**config.mk**
```make
export PLATFORM = sky130hd
export DESIGN_NAME = bcd_scan_counter
export DESIGN_NICKNAME = d
export VERILOG_FILES = /design/src/rtl/bcd_scan_counter.sv
export SDC_FILE = /design/constraint.sdc
export NUM_CORES = 1
export LEC_CHECK = 0
export ABC_CLOCK_PERIOD_IN_PS = 2100
export BUFFER_PORTS_ARGS = -buffer_cell sky130_fd_sc_hd__buf_4
export CORE_MARGIN = 2
export CORE_UTILIZATION = 51
export DETAILED_ROUTE_END_ITERATION = 16
export GPL_ROUTABILITY_DRIVEN = 0
export PLACE_DENSITY = 0.86
export REMOVE_ABC_BUFFERS = 1
export SYNTH_ARGS = -nofsm -noshare
export SYNTH_HDL_FRONTEND = slang
export SYNTH_SLANG_ARGS = --single-unit
```
**constraint.sdc**
```tcl
create_clock -name clk -period 2.1 [get_ports clk]
set_input_delay 0.21 -clock clk [delete_from_list [all_inputs] [get_ports clk]]
set_output_delay 0.21 -clock clk [all_outputs]
set_load 0.005 [all_outputs]
```
**src/rtl/bcd_scan_counter.sv**
```systemverilog
// Four-digit BCD up/down counter with a free-running digit scanner that feeds
// one BCD-to-7-segment decoder through a one-hot digit select and a blank flag.
module bcd_scan_counter #(
  parameter int unsigned SCAN_DIV = 1000
) (
  input  logic        clk,
  input  logic        rst_n,
  input  logic        en,
  input  logic        up,
  input  logic        clr,
  input  logic        load,
  input  logic [15:0] load_val,
  input  logic        lz_en,
  output logic [15:0] count,
  output logic        wrap,
  output logic [3:0]  bcd,
  output logic [3:0]  dig_sel,
  output logic        blank
);

  localparam int unsigned DIGITS = 4;
  localparam int unsigned NIB_W  = 4;
  localparam int unsigned CNT_W  = DIGITS * NIB_W;
  localparam int unsigned DIV_W  = 16;
  localparam int unsigned IDX_W  = 2;
  localparam logic [DIV_W-1:0] DIV_LAST = DIV_W'(SCAN_DIV - 1);

  logic [CNT_W-1:0] count_q, count_d;
  logic             wrap_q, wrap_d;
  logic [DIV_W-1:0] div_q, div_d;
  logic [IDX_W-1:0] idx_q, idx_d;

  logic [CNT_W:0]   step_val;
  logic [CNT_W-1:0] load_clean;
  logic [DIGITS-1:0] dig_zero;

  // Ripple BCD step: returns {carry/borrow out, stepped value}.
  function automatic logic [CNT_W:0] bcd_step(input logic [CNT_W-1:0] v,
                                               input logic dir_up);
    logic [CNT_W-1:0] r;
    logic             c;
    logic [NIB_W-1:0] d;
    r = v;
    c = 1'b1;
    for (int k = 0; k < DIGITS; k++) begin
      d = v[NIB_W*k +: NIB_W];
      if (c) begin
        if (dir_up) begin
          if (d == 4'd9) begin
            d = 4'd0;
          end else begin
            d = d + 4'd1;
            c = 1'b0;
          end
        end else begin
          if (d == 4'd0) begin
            d = 4'd9;
          end else begin
            d = d - 4'd1;
            c = 1'b0;
          end
        end
      end
      r[NIB_W*k +: NIB_W] = d;
    end
    return {c, r};
  endfunction

  // Invalid load nibbles are replaced by zero.
  always_comb begin
    load_clean = '0;
    for (int k = 0; k < DIGITS; k++) begin
      if (load_val[NIB_W*k +: NIB_W] <= 4'd9) begin
        load_clean[NIB_W*k +: NIB_W] = load_val[NIB_W*k +: NIB_W];
      end
    end
  end

  assign step_val = bcd_step(count_q, up);

  // Counter next state, priority clr > load > en.
  always_comb begin
    count_d = count_q;
    wrap_d  = 1'b0;
    if (clr) begin
      count_d = '0;
    end else if (load) begin
      count_d = load_clean;
    end else if (en) begin
      count_d = step_val[CNT_W-1:0];
      wrap_d  = step_val[CNT_W];
    end
  end

  // Scanner prescaler and digit index.
  always_comb begin
    div_d = div_q + DIV_W'(1);
    idx_d = idx_q;
    if (div_q >= DIV_LAST) begin
      div_d = '0;
      idx_d = idx_q + IDX_W'(1);
    end
  end

  always_ff @(posedge clk or negedge rst_n) begin
    if (!rst_n) begin
      count_q <= '0;
      wrap_q  <= 1'b0;
      div_q   <= '0;
      idx_q   <= '0;
    end else begin
      count_q <= count_d;
      wrap_q  <= wrap_d;
      div_q   <= div_d;
      idx_q   <= idx_d;
    end
  end

  always_comb begin
    for (int k = 0; k < DIGITS; k++) begin
      dig_zero[k] = (count_q[NIB_W*k +: NIB_W] == 4'd0);
    end
  end

  // Digit k is blanked when it and every more significant digit are zero.
  always_comb begin
    blank = 1'b0;
    if (lz_en) begin
      case (idx_q)
        2'd1:    blank = dig_zero[1] & dig_zero[2] & dig_zero[3];
        2'd2:    blank = dig_zero[2] & dig_zero[3];
        2'd3:    blank = dig_zero[3];
        default: blank = 1'b0;
      endcase
    end
  end

  assign count   = count_q;
  assign wrap    = wrap_q;
  assign dig_sel = 4'b0001 << idx_q;
  assign bcd     = count_q[NIB_W*idx_q +: NIB_W];

endmodule

```
== Word level (Yosys, flattened, before mapping) ==
Cells that the tools add are included.

* $mul: 0
* Bitwise gates (word level): 3
* Magnitude comparators: 5
* Reductions and logical operators: 11
* Mux-type cells: 43
* $add $sub $neg: 10
* Shift-type cells: 2
* Equal/unequal tests: 7
* Divide/modulo/power cells: 0

{| class="wikitable"
|+ Operators by type and width
! cell !! count
|-
| $mux 4 || 19
|-
| $mux 16 || 4
|-
| $mux 1 || 19
|-
| $add 16x1->16 const B || 1
|-
| $add 4x1->4 const B || 4
|-
| $eq 4x4->1 const B || 4
|-
| $ge 16x10->1 const B || 1
|-
| $le 4x4->1 const B || 4
|-
| $logic_not 4->1 || 4
|-
| $shiftx 16x5->4 || 1
|-
| $sub 4x1->4 const B || 4
|-
| $reduce_bool 3->1 || 4
|-
| $reduce_and 2->1 || 3
|-
| $eq 2x2->1 const B || 2
|-
| $shl 1x2->4 const A || 1
|-
| $and 1x1->1 || 3
|-
| $pmux 1 s3 || 1
|-
| $add 2x1->2 const B || 1
|-
| $eq 2x1->1 const B || 1
|}

* Memory bits (read-only): 0
* Output and inout port bits: 26
* Bits in latches: 0
* Memories kept: 0
* Register bits after elaboration: 35
* Input port bits: 23
* RAM bits: 0

== Depth between registers and ports, before layout ==
Gate-level depths: netlist of run 1.

* Depth after elaboration: 9
* Depth in mapped cells: 7
* Mapped depth without buffers: 6

== Least setup slack after synthesis of run 1 ==
No wires, ideal clock.

* Kind: register to register
* From: register count_q[4], in the netlist count[4]
* To: register count_q[14], in the netlist count[14]
* Path buffers: 1
* Arrival time: 2.075 ns
* Setup time: 0.069 ns
* Setup slack: -0.044 ns
* Stages on the path, launching flop included: 8
* Cells stage by stage: dfrtp_1 -> inv_1 -> ha_1 -> or4b_4 -> and2_4 -> buf_6 -> or4_1 -> nand3_1

* Cells in the longest elaborated chain, start to end: 7
* Elaborated cells on any way between the ends: 9

{| class="wikitable"
|+ RTL lines
! what !! RTL line !! text
|-
| from (decl) || 28 || <nowiki>logic [CNT_W-1:0] count_q, count_d;</nowiki>
|-
| from (signal assigned) || 112 || <nowiki>count_q <= count_d;</nowiki>
|-
| $eq 4x4->1 or $logic_not 4->1 (tied branches) || 49, 56 ||
|-
| $mux 1 (on tied branches) || 49, 56 ||
|-
| $mux 1 (*) || 48 || <nowiki>if (dir_up) begin</nowiki>
|-
| $mux 1 (*) (2 in a row) || 47 || <nowiki>if (c) begin</nowiki>
|-
| $reduce_bool 3->1 (no line) (*) || - ||
|-
| $reduce_and 2->1 (no line) (*) || - ||
|}

Every way passes the cells marked *; elsewhere a longest branch is shown, timed or not.
A chain may end at the register's enable or synchronous reset.

== Worst setup path after layout of run 1 ==
* From: register count_q[1], in the netlist count[1]
* To: register count_q[6], in the netlist count[6]

* Cells in the longest elaborated chain, start to end: 5
* Elaborated cells on any way between the ends: 7

{| class="wikitable"
|+ RTL lines
! what !! RTL line
|-
| $eq 4x4->1 or $logic_not 4->1 (tied branches) || -
|-
| $mux 1 (on tied branches) || 49, 56
|-
| $mux 1 (*) || 48
|-
| $reduce_bool 3->1 (no line) (*) || -
|-
| $reduce_and 2->1 (no line) (*) || -
|}

Marked as above.

==> flow_metrics.tcl, run 1 <==
set metrics [dict create \
    swShare 0.304 \
    r2r_end "count[6]" \
    finalSetupViolCount 0 \
    clk_latency_ns 0.29 \
    cp-startpoint "count[1]" \
    p_comb_frac 0.352 \
    core_um2 5110 \
    port_buffers 48 \
    start_util 0.526 \
    peakVddDrop_mv 0.431 \
    p_per_area_nw_per_um2 677 \
    drcViolationCount 0 \
    routedWlPerCell_um 16.7 \
    rrSetupSlack_ns 0.07 \
    clock_sinks 35 \
    first_pass_iters 5 \
    die_h_um 76.6 \
    fin_tns_setup_ns 0 \
    netlist.area_leader.share 0.326 \
    crit_type "reg2reg" \
    crit_arrival_ns 2.21 \
    viasPerCell 6.06 \
    yosysTopAreaCell "dfrtp_1" \
    grt_pass1_vias 2554 \
    ys.warnings.count 0 \
    cp_max_fo 11 \
    grt_pass1_wl_mm 12.3 \
    layout_setup_ws_ns 0.0678 \
    ant_nets 0 \
    totalWireLength_mm 7.35 \
    place_ws_ns 0.0703 \
    synth_cell_type_count 64 \
    grt_usage 0.258 \
    dp_cells 430 \
    diodes 0 \
    final_core_util 0.674 \
    cp-end-kind "register" \
    cts.reportedPaths.clkPinSlew_ns 0.08 \
    fp-row-count 26 \
    die-width_um 76.6 \
    worstRegToRegCells 7 \
    vias 2665 \
    grt_max_degree 36 \
    p_seq_frac 0.333 \
    syn-instance-count 301 \
    crit_required_ns 2.28 \
    fin_skew_ns 0.00823 \
    syn_area_per_cell_um2 8.93 \
    final_hold_viol_count 0 \
    cts_root_buffer "clkbuf_8" \
    grt_overflow 0 \
    timing.final.max_slew_violations 0 \
    final_common_cell "buf_4" \
    netlist_top_cells_area "dfrtp_1, ha_1, nor2_1" \
    cts_max_level 2 \
    period_share 0.968 \
    finalInstanceArea_um2 3440 \
    hpwl_mm 5.33 \
    fmax_ghz 0.492 \
    antenna_found_initial 0 \
    min_to "count[9]" \
    hold_path_class "in2reg" \
    post_dp_cell_area_um2 3250 \
    final.min_clock_period_ns 2.03 \
    die_area_um2 5870 \
    final_cell_mix "buf_4, dfrtp_1, nor2_1" \
    drive_gt1_frac 0.273 \
    holdPathStages 3 \
    ys_seq_area_frac 0.326 \
    cts_tree "yes" \
    power.internal_mw 1.62 \
    synth-seq-cells 35 \
    ys_async_sr_fraction 1.00 \
    clkPwrFrac 0.315 \
    start_kind "register" \
    num-nets-final 412 \
    synth_edf_count 0 \
    min_from "load_val[9]" \
    io_pins 49 \
    synthFlopType "dfrtp_1" \
    leakage_nw 1.57 \
    switching_power_uw 709 \
    maxCapViolCount 0 \
    instances_no_fill 440 \
    cts_buffers 5 \
    cts_buffer_depth 2 \
    syn_to_final_growth_pct 28.0 \
    status "complete, no violations" \
    drtIter0Drc 186 \
    rr_startpoint "count[1]" \
    syn-cell-area_um2 2690 \
]
routing by layer:
| metal | up-vias | GRT usage | part of all wire |
|---|---|---|---|
| li1 | 1243 | - | - |
| met4 | 0 | 0.100 | 0.024 |
| met1 | 1266 | 0.334 | 0.41 |
| met5 | - | 0 | 0 |
| met3 | 26 | 0.0427 | 0.071 |
| met2 | 130 | 0.431 | 0.49 |
power groups by stage:
stage,sequential (mW),combinational [mW],clock (mW)
after CTS,0.774,0.803,0.737
after detailed placement,0.786,0.793,0
after floorplan,0.819,0.374,0
final,0.777,0.820,0.733
after global placement,0.784,0.774,0
after global routing,0.783,0.896,0.768
per-stage QoR:
stage / power [mW] / hold WS, ns
floorplan: 1.19 / -0.0856
global placement: 1.56 / 0.193
detailed placement: 1.58 / 0.197
CTS: 2.31 / 0.174
global route: 2.45 / 0.188
finish: 2.33 / 0.174
logic make-up (layout without fill, tap and decap cells):
logic type                 Yosys count  in the layout  share of synthesized area
xor gates and xnor gates             9              9                     0.0293
adders and majority gates           20             20                     0.0931
AOI/OAI and AO/OA                   82             82                      0.213
muxes                               10             10                     0.0582
other                                1              6                    0.00139
and+or+nand+nor                    106            106                      0.220
DFF                                 35             35                      0.326
buffers and inverters               38            102                     0.0596
cell usage after synthesis, types with 2 or more instances:
master	number
o21bai_1	5
o211a_1	2
nor3_1	4
xnor2_1	6
nand3_1	12
mux4_2	3
and3b_1	2
and4_1	2
and4b_1	2
buf_2	2
nand2b_1	5
dfrtp_1	35
clkbuf_1	15
buf_6	2
nor4b_1	2
mux2i_1	4
nand2_1	17
mux2_2	2
nor4_1	5
nor2b_1	2
a311oi_1	5
nand4b_1	2
inv_1	19
a31oi_1	3
a211oi_1	3
o22ai_1	2
nand4_1	3
xor2_1	3
o21ai_0	18
o31ai_1	3
nor3b_1	3
a311o_1	2
nand3b_1	5
a21oi_1	13
o211ai_1	10
or3_1	3
ha_1	20
nor2_1	28
or2_2	2
worst max-delay path, cell delays in order, from the launching register on:
cell and delay (ns):
dfrtp_1 0.39, inv_1 0.14, ha_1 0.22, and4b_1 0.31, o21ai_0 0.11, buf_4 0.20, o211a_1 0.23, a311o_1 0.31
flip-flops by register name, summed over array words and instances (netlist names):
name and cells:
count 16, wrap 1, idx_q 2, div_q 16
worst max path at each step:
| stage | slack, ns | to | cells after the start |
|---|---|---|---|
| after floorplan | -0.03 | count[6] | 6 |
| after global placement | 0.08 | count[14] | 6 |
| after detailed placement | 0.07 | count[13] | 8 |
| after CTS | 0.01 | count[13] | 8 |
| after global routing | -0.02 | count[6] | 7 |
| final | 0.07 | count[6] | 7 |
cell type report:
cell class                 instances  area [um2]
multi-input combinational        233        1710
fill                             418        1670
sequential                        35         876
timing repair buffer              75         566
tap                               70        87.6
clock buffer                       6        72.6
inverter                          19        71.3
clock inverter                     2        60.1
what timing repair did:
action,CTS,global route
hold endpoints to repair,35,0
gates resized for setup,1,7
setup endpoints to repair,1,9
hold buffers,1,0
setup buffers,0,1
No activity file was read; power rests on OpenSTA's default activity.
==> run 2: changes to the inputs <==
- CELL_PAD_IN_SITES_DETAIL_PLACEMENT: unset -> 1
- CELL_PAD_IN_SITES_GLOBAL_PLACEMENT: unset -> 2
- CORE_UTILIZATION: 51 -> 31
- SLEW_MARGIN: unset -> 20
==> run 2 against run 1 <==
Effect of this change: via count decreased by 1.2%; setup slack better by 0.018 ns; final cell count is 8.9% higher; critical path depth is 1 lower; clock skew is essentially flat; largest power group unchanged.
==> flow_metrics.tcl, run 2 (same netlist as run 1, synthesis figures left out) <==
set metrics [dict create \
    place_ws_ns 0.0309 \
    crit_required_ns 2.32 \
    whs_ns 0.182 \
    start_util 0.324 \
    ant_nets 0 \
    maxCapViolCount 0 \
    cts_buffers 5 \
    num-fill-cells 977 \
    final_hold_viol_count 0 \
    clkPwrFrac 0.274 \
    fin_tns_setup_ns 0 \
    first_pass_iters 5 \
    power_mw 2.28 \
    final_core_util 0.422 \
    cts_max_level 2 \
    cts_root_buffer "clkbuf_8" \
    leakage_nw 1.58 \
    grt_max_degree 36 \
    crit_arrival_ns 2.23 \
    die_h_um 97.1 \
    clock_sinks 35 \
    die_area_um2 9430 \
    layout_setup_ws_ns 0.0863 \
    finalSetupViolCount 0 \
    start_kind "register" \
    fmax_ghz 0.497 \
    io_pins 49 \
    clk_latency_ns 0.29 \
    hpwl_mm 6.57 \
    timing.final.max_slew_violations 0 \
    num-nets-final 416 \
    period_share 0.959 \
    diodes 0 \
    fin_skew_ns 0.00820 \
    cts_buffer_depth 2 \
    multi_input_area_um2 1710 \
    final_common_cell "buf_4" \
    final_cell_mix "buf_4, dfrtp_1, nor2_1" \
    tightest_slew_ns 0.559 \
    drive_gt1_frac 0.289 \
    antenna_found_initial 0 \
    p_comb_frac 0.383 \
    peakVddDrop_mv 0.253 \
    p_seq_frac 0.343 \
    cp-end-kind "register" \
    final.min_clock_period_ns 2.01 \
    p_per_area_nw_per_um2 651 \
    die-width_um 97.1 \
    vias 2633 \
    syn_to_final_growth_pct 30.2 \
    grt_usage 0.187 \
    power.internal_mw 1.52 \
    cts.reportedPaths.clkPinSlew_ns 0.08 \
    grt_pass1_vias 2785 \
    cts_tree "yes" \
    status "complete, no violations" \
    totalWireLength_mm 8.73 \
    core_um2 8300 \
    cp_max_fo 8 \
    wl_met2_mm 4.37 \
    routed.top_layer "met4" \
    crit_type "reg2reg" \
    routedWlPerCell_um 18.2 \
    hold_path_class "in2reg" \
    switching_power_uw 760 \
    viasPerCell 5.50 \
    grt_overflow 0 \
    grt_pass1_wl_mm 14.3 \
    drcViolationCount 0 \
    regArea_um2 878 \
    swShare 0.334 \
    drtIter0Drc 125 \
    fp-row-count 33 \
    wl_met1_mm 3.95 \
    port_buffers 48 \
    wl_met3_um 376 \
    worst_slew_margin_rel 0.627 \
]
## run 2: cell count changes in the layout (fill, tap and decap cells not counted), sizes merged
cell / change
buf: +4
clkbuf: -1
clkinv: +2
bufinv: -1
## run 2: what timing repair did
| action | in CTS | in global routing |
|---|---|---|
| endpoints found under the hold margin | 35 | 0 |
| resized for setup | 1 | 9 |
| hold buffers | 1 | 0 |
| setup buffers | 0 | 4 |
| setup endpoints to repair | 1 | 6 |
## run 2: stage by stage
step	cells	cell area (um2)
after floorplan	287	2620
after global placement	466	3310
after detailed placement	466	3310
after CTS	475	3430
after global routing	479	3500
final	479	3500
## run 2: routing by layer
metal	track usage	vias to the layer above
met5	0	-
met4	0.0314	0
met3	0.0338	4
li1	-	1241
met1	0.249	1331
met2	0.323	57
## run 2: worst paths after layout
kind                             end  slack (ns)         from  depth (start not counted)
max                        count[12]        0.09     count[0]                          6
min                         count[4]        0.18  load_val[4]                          3
max reg2reg                count[12]        0.09     count[0]                          6
min reg2reg                 div_q[0]        0.48     div_q[0]                          1
max in group asynchronous   count[8]        1.33        rst_n                          2
min in group asynchronous   div_q[8]        0.41        rst_n                          2
## run 2: final cells by class
cell class,instances,area share
clock buffers,5,0.0197
clock inverters,3,0.0125
inverters,19,0.0204
flip-flops and latches,35,0.251
repair buffers,79,0.170
well taps,105,0.0375
multi-input cells,233,0.489
## run 2: power groups by stage
stage	Sequential, mW	Combinational (mW)	Clock [mW]
floorplan	0.819	0.374	0
global placement	0.786	0.820	0
detailed placement	0.790	0.834	0
CTS	0.777	0.841	0.637
global route	0.787	0.951	0.668
finish	0.782	0.873	0.623
## run 2: worst max-delay path: stages (launching register included)
cell and delay [ns]:
dfrtp_1 0.38, buf_4 0.16, ha_1 0.23, and4b_1 0.25
o21a_1 0.25, a31oi_1 0.44, mux2i_1 0.24
